## src/rtl/reg_bank_sequencer.sv

```systemverilog
// Command-side master for a 4x32 register bank. Each command runs through the
// sequence IDLE -> READ -> EXEC -> [WRITE] -> RESP, with one command in flight.
module reg_bank_sequencer #(
    parameter int DATA_W = 32,
    parameter int SEL_W  = 2
) (
    input  logic              clk,
    input  logic              rst,
    input  logic              cmd_valid,
    output logic              cmd_ready,
    input  logic [2:0]        cmd_op,
    input  logic [SEL_W-1:0]  cmd_dr,
    input  logic [SEL_W-1:0]  cmd_sr1,
    input  logic [SEL_W-1:0]  cmd_sr2,
    input  logic [DATA_W-1:0] cmd_imm,
    output logic [SEL_W-1:0]  sr1,
    output logic [SEL_W-1:0]  sr2,
    output logic [SEL_W-1:0]  dr,
    output logic              write,
    output logic [DATA_W-1:0] write_data,
    input  logic [DATA_W-1:0] read_data_1,
    input  logic [DATA_W-1:0] read_data_2,
    output logic              resp_valid,
    input  logic              resp_ready,
    output logic [DATA_W-1:0] resp_data,
    output logic              resp_carry,
    output logic              resp_zero,
    output logic              busy
);

    typedef enum logic [2:0] {
        S_IDLE,
        S_READ,
        S_EXEC,
        S_WRITE,
        S_RESP
    } state_t;

    typedef enum logic [2:0] {
        OP_NOP  = 3'b000,
        OP_MOVI = 3'b001,
        OP_ADD  = 3'b010,
        OP_SUB  = 3'b011,
        OP_AND  = 3'b100,
        OP_OR   = 3'b101,
        OP_XOR  = 3'b110,
        OP_READ = 3'b111
    } op_t;

    state_t state, next_state;

    op_t               op_q;
    logic [SEL_W-1:0]  dr_q;
    logic [DATA_W-1:0] imm_q;
    logic [DATA_W-1:0] op_a, op_b;

    logic              accept;
    logic              op_writes;
    logic [DATA_W:0]   add_sum;
    logic [DATA_W-1:0] alu_result;
    logic              alu_carry;
    logic              alu_zero;

    assign accept     = cmd_valid && cmd_ready;
    assign cmd_ready  = (state == S_IDLE) && !rst;
    // Gated with rst so a reset landing in WRITE never commits to the bank.
    assign write      = (state == S_WRITE) && !rst;
    assign resp_valid = (state == S_RESP);
    assign busy       = (state != S_IDLE);
    assign op_writes  = (op_q != OP_NOP) && (op_q != OP_READ);

    // NOTE: sequential state uses non-blocking (<=) so every register samples
    // pre-edge values; combinational blocks use blocking (=).
    always_ff @(posedge clk) begin
        if (rst) begin
            state <= S_IDLE;
        end else begin
            state <= next_state;
        end
    end

    // NOTE: every output of an always_comb gets a default first, so no path
    // through the case leaves a variable unassigned and infers a latch.
    always_comb begin
        next_state = state;
        case (state)
            S_IDLE:  if (accept) next_state = S_READ;
            S_READ:  next_state = S_EXEC;
            S_EXEC:  next_state = op_writes ? S_WRITE : S_RESP;
            S_WRITE: next_state = S_RESP;
            S_RESP:  if (resp_ready) next_state = S_IDLE;
            default: next_state = S_IDLE;
        endcase
    end

    assign add_sum = {1'b0, op_a} + {1'b0, op_b};

    always_comb begin
        alu_result = '0;
        alu_carry  = 1'b0;
        case (op_q)
            OP_MOVI: alu_result = imm_q;
            OP_ADD: begin
                alu_result = add_sum[DATA_W-1:0];
                alu_carry  = add_sum[DATA_W];
            end
            OP_SUB: begin
                alu_result = op_a - op_b;
                alu_carry  = (op_a < op_b);
            end
            OP_AND:  alu_result = op_a & op_b;
            OP_OR:   alu_result = op_a | op_b;
            OP_XOR:  alu_result = op_a ^ op_b;
            default: alu_result = op_a;   // NOP and READ return R[sr1]
        endcase
    end

    assign alu_zero = (alu_result == '0);

    // NOTE: command and operand holding registers are deliberately not reset;
    // they are always loaded before being consumed, so a reset adds only cost.
    always_ff @(posedge clk) begin
        if (accept) begin
            op_q  <= op_t'(cmd_op);
            dr_q  <= cmd_dr;
            imm_q <= cmd_imm;
        end
        if (state == S_READ) begin
            op_a <= read_data_1;
            op_b <= read_data_2;
        end
    end

    // Visible outputs reset to zero and otherwise hold until next driven.
    always_ff @(posedge clk) begin
        if (rst) begin
            sr1        <= '0;
            sr2        <= '0;
            dr         <= '0;
            write_data <= '0;
            resp_data  <= '0;
            resp_carry <= 1'b0;
            resp_zero  <= 1'b0;
        end else begin
            if (accept) begin
                sr1 <= cmd_sr1;
                sr2 <= cmd_sr2;
            end
            if (state == S_EXEC) begin
                resp_data  <= alu_result;
                resp_carry <= alu_carry;
                resp_zero  <= alu_zero;
                if (op_writes) begin
                    dr         <= dr_q;
                    write_data <= alu_result;
                end
            end
        end
    end

endmodule

```

## config.mk

```make
export PLATFORM = sky130hd
export DESIGN_NAME = reg_bank_sequencer
export DESIGN_NICKNAME = d
export VERILOG_FILES = /design/src/rtl/reg_bank_sequencer.sv
export SDC_FILE = /design/constraint.sdc
export NUM_CORES = 1
export LEC_CHECK = 0
export CORE_MARGIN = 8
export CORE_UTILIZATION = 45
export CTS_CLUSTER_DIAMETER = 40
export DETAILED_ROUTE_END_ITERATION = 16
export PLACE_DENSITY = 0.8
export SYNTH_ARGS = -nofsm -noshare
export SYNTH_HDL_FRONTEND = slang
export SYNTH_SLANG_ARGS = --single-unit
```

## constraint.sdc

```tcl
create_clock -name clk -period 8.3 [get_ports clk]
set_clock_uncertainty 0.2 [all_clocks]
set_input_delay 2.075 -clock clk [delete_from_list [all_inputs] [get_ports clk]]
set_output_delay 2.075 -clock clk [all_outputs]
set_load 0.005 [all_outputs]
```

## After elaboration in Yosys (flattened, before gate mapping)

Index checks and enable logic that the tools add are counted.

- Output and inout bits: 76
- Input bits: 109
- Register bits: 176
- Word-level logic and storage cells: 49

- Bitwise gates (word level): 3
- $add $sub $neg: 2
- Mux-type cells: 6
- Equal/unequal tests: 13
- $lt $le $gt $ge: 1
- Reductions and logical operators: 11

Operator list:

| operator | count |
|---|---|
| case mux 32 bit (6 select lines) | 1 |
| adder 32 x 32 -> 33 bit | 1 |
| bitwise AND 32 bit | 1 |
| zero test 32 bit | 1 |
| < comparator 32 bit | 1 |
| bitwise OR 32 bit | 1 |
| subtractor 32 bit | 1 |
| XOR 32 bit | 1 |
| case mux 3 bit (5 select lines) | 1 |
| equality test 3 x 2 -> 1 bit (second input constant) | 4 |
| equality test 3 bit (second input constant) | 4 |
| 2-to-1 mux 3 bit | 3 |
| equality test 3 x 1 -> 1 bit (second input constant) | 2 |
| nonzero test 3 bit | 2 |
| logical AND 1 bit | 4 |
| AND reduction 2 bit | 2 |
| zero test 3 bit | 1 |
| != test 3 bit (second input constant) | 1 |
| != test 2 x 1 -> 1 bit (second input constant) | 1 |
| != test 2 bit (second input constant) | 1 |
| case mux 1 bit (2 select lines) | 1 |
| zero test 1 bit | 1 |

## Depth between registers and ports, before layout

- Word-level depth: 5
- Gate-level depth with buffers: 16
- Gate-level depth less buffers: 16

## Worst setup path after synthesis

No wires, ideal clock.

- Path kind: register to register
- From: reg state[0]
- To: reg op_a[0], enable pin
- Cell stages (with the launch flop): 3
- Arrival time: 5253 ps
- Setup time: 578 ps
- Path slack: 2269 ps
- Path through: dfxtp_1 clkbuf_1 nor3b_1

- Longest elaborated chain between the ends: 1

RTL lines:

| what | RTL line | text |
|---|---|---|
| start: declaration | 50 | `state_t state, next_state;` |
| start signal: assignment | 78 | `state <= next_state;` |
| equality test 3 x 1 -> 1 bit | 128 | `if (state == S_READ) begin` |
| end signal: assignment | 129 | `op_a <= read_data_1;` |
| end: declaration | 55 | `logic [DATA_W-1:0] op_a, op_b;` |

Every way passes these cells.
A chain may end at the register's enable or synchronous reset.

## Worst setup path after layout

- From: in rst
- To: out cmd_ready

- Longest elaborated chain between the ends: 2

RTL lines:

| what | RTL line | text |
|---|---|---|
| start: declaration | 8 | `input logic rst,` |
| zero test 1 bit | 65 | `assign cmd_ready = (state == S_IDLE) && !rst;` |
| logical AND 1 bit | 65 |  |
| end: declaration | 10 | `output logic cmd_ready,` |

Every way passes these cells.

==> results.yml <==
global_routing:
  grt.total_usage_pct: 28.4
  grt_max_degree: 79
  grt_pass1_vias: 12100
  grt_overflow: 0
  grt_pass1_wl_mm: 73.5
  antenna_found_initial: 0
clock_network:
  cts_setup_buffers: 0
  cts_tree: "yes"
  clockBufferDepth: 2
  numCtsBuffers: 17
  path_clk_slew_ns: 0.07
  cts_resized: 0
  cts_root_buf: "clkbuf_16"
  htreeDepth: 4
  holdBufCountCts: 0
  clk_latency_ns: 0.45
  clock-sinks: 176
floorplanning:
  dieArea_um2: 33600
  rows: 61
  core-area_um2: 27600
  start_util_pct: 45.5
  pin_count: 185
  fp.dieW_um: 183
  die_height_um: 183
final_layout:
  fin_nets: 1852
  fin_cells: 2026
  drive_above_1_share_pct: 5.16
  area_growth_pct: 21.2
  nFillCells: 2542
  num_antenna_cells: 0
  stdcell_area_um2: 15200
placement:
  place_hpwl_mm: 36.9
  dp.cells: 1995
  place.gp.congestion: 0.981
  dpl_cell_area_um2: 14700
  portBuffers: 184
critical_path:
  startpoint_type: "input port"
  cp_data_required_time_ns: 6.03
  crit_type: "input port to output pin"
  cp_num_buf_inv: 3
  cp_max_fo: 78
  rrSetupSlack_ns: 3.19
  cp_slowest_stage_delay_ns: 0.58
  arrival_ns: 3.47
  critPathSlowestCell: "clkdlybuf4s50_1"
  crit_path_cell_trace: "buf_2 > buf_4 > nor4_1 > clkdlybuf4s50_1"
  cp_top_family: "buffers and inverters"
  cp-end-kind: "output pin"
sta:
  relSlewSlack_pct: 26.4
  setup_viol: 0
  worstMarginPinSlew_ns: 1.10
  rsz0062_at_grt: "false"
  fmax_mhz: 174
  finalCritPeriodShare_pct: 69.2
  post-route-min-period_ns: 5.75
  slew_violations: 0
  setup_tns_ns: 0
  hold_viol: 0
yosys:
  syn-num-nets: 1722
  synthTopCellsByArea: "edfxtp_1 24%, dfxtp_1 12%, ha_1 10%"
  synth_top_area_share_pct: 24.1
  yosysTopAreaCell: "edfxtp_1"
  synthesis.area_um2: 12600
  synth_edf_count: 101
  postSynthAreaPerCell_um2: 8.35
  yosysSeqAreaShare_pct: 36.0
  netlist_instances: 1506
  synth.distinct_cells: 87
  synth.yosys.warnings: 0
  synthFlopType: "edfxtp_1"
  ys_seq_elements: 176
  ys_async_sr_fraction_pct: 0
detailed_routing:
  vias: 12800
  viasPerCell: 6.31
  drtIter0Drc: 1515
  drc: 0
  wl_per_cell_um: 24.2
  first_pass_iters: 7
  drt-total-wl_mm: 49.0
  antenna_left: 0
pwr:
  p_total_mw: 2.55
  leakagePower_nw: 5.74
  p_per_area_nw_per_um2: 167
  peakVddDrop_mv: 0.0972
job:
  drv_cap: 0
hold_path:
  holdCritPathClass: "flip-flop to flip-flop"
outcome:
  status: "finished clean"
[kinds of logic after synthesis]
kind of cell,after synthesis,synth area share (%)
flip-flops,176,36.0
multiplexers,8,0.666
XOR/XNOR,12,0.835
adder cells (fa/ha/maj),107,10.8
AND/OR/NAND/NOR,513,19.6
AO/OA/AOI/OAI,492,26.1
buffers and inverters,198,6.03
[per-layer routing]
metal	part of all wire, %	GRT usage [%]
met4	3.4	10.5
met2	42	42.5
met5	0	0
met1	44	39.4
met3	10	6.39
[power by group]
| group | internal [mW] | switching, mW | leakage, nW |
|---|---|---|---|
| clock | 0.393 | 0.395 | 0.272 |
| sequential | 0.983 | 0.0470 | 1.55 |
| combinational | 0.273 | 0.455 | 3.93 |
[per-stage QoR]
stage	hold WS, ns	util [%]	worst slack (ns)
CTS	0.255	55.2	2.54
global route	0.270	55.2	2.49
finish	0.255	55.2	2.55
floorplan	0.248	-	2.27
global placement	0.240	53.2	2.59
detailed placement	0.246	53.2	2.54
[registers in the layout, indices dropped and copies added, names as in the netlist, 3 cells and up]
name,flops
resp_data,32
op_a,32
op_b,32
state,3
op_q,3
write_data,32
imm_q,32
[layout make-up]
type | count | area (um^2) | area share (%)
flip-flops and latches | 176 | 4530 | 29.7
multi-input cells | 1132 | 7310 | 48.0
well taps | 378 | 473 | 3.10
inverters | 104 | 390 | 2.56
clock inverters | 14 | 118 | 0.771
clock buffers | 17 | 425 | 2.79
repair buffers | 205 | 1990 | 13.1
[layout by cell type (no fill, tap or decap), types with 33 or more instances in the layout]
cell / netlist / final
ha_1: 105 / 105
inv_1: 104 / 103
o211ai_1: 33 / 33
clkdlybuf4s50_1: 0 / 183
dfxtp_1: 75 / 75
nand2_1: 133 / 133
nor2_1: 158 / 154
o21ai_0: 89 / 89
nor3_1: 53 / 53
a21oi_1: 148 / 148
edfxtp_1: 101 / 101
[final timing paths]
path,endpoint,from,cells after the start
max,cmd_ready,rst,4
min,dr[1],dr[1],2
max reg2reg,resp_zero,op_a[0],16
min reg2reg,dr[1],dr[1],2
[worst reg2reg max path, delay by kind of cell (launching register included)]
family	cells	cell delay, ns
AO/OA/AOI/OAI	6	1.65
flip-flops	1	0.45
adder cells (fa/ha/maj)	2	0.59
AND/OR/NAND/NOR	6	1.96
buffers and inverters	2	0.19
[cells in the mapped netlist (6+ instances only)]
cell	instances
nand2b_1	21
nand4_1	13
a211oi_1	32
ha_1	105
a2111oi_0	7
o211ai_1	33
nor2b_1	28
a21oi_1	148
o21bai_1	8
nand3b_1	9
clkbuf_1	82
a311oi_1	9
o22ai_1	9
a21o_1	14
nor4_1	20
nand2_1	133
nor2_1	158
dfxtp_1	75
or3_1	10
o21a_1	8
buf_1	8
inv_1	104
and3_1	8
xnor2_1	10
nand3_1	28
edfxtp_1	101
o221ai_1	16
a31oi_1	13
o21ai_0	89
a221oi_1	9
and2_1	6
o31ai_1	16
a22oi_1	7
o2111ai_1	6
nor3_1	53
Power figures use the tool's default switching activity.
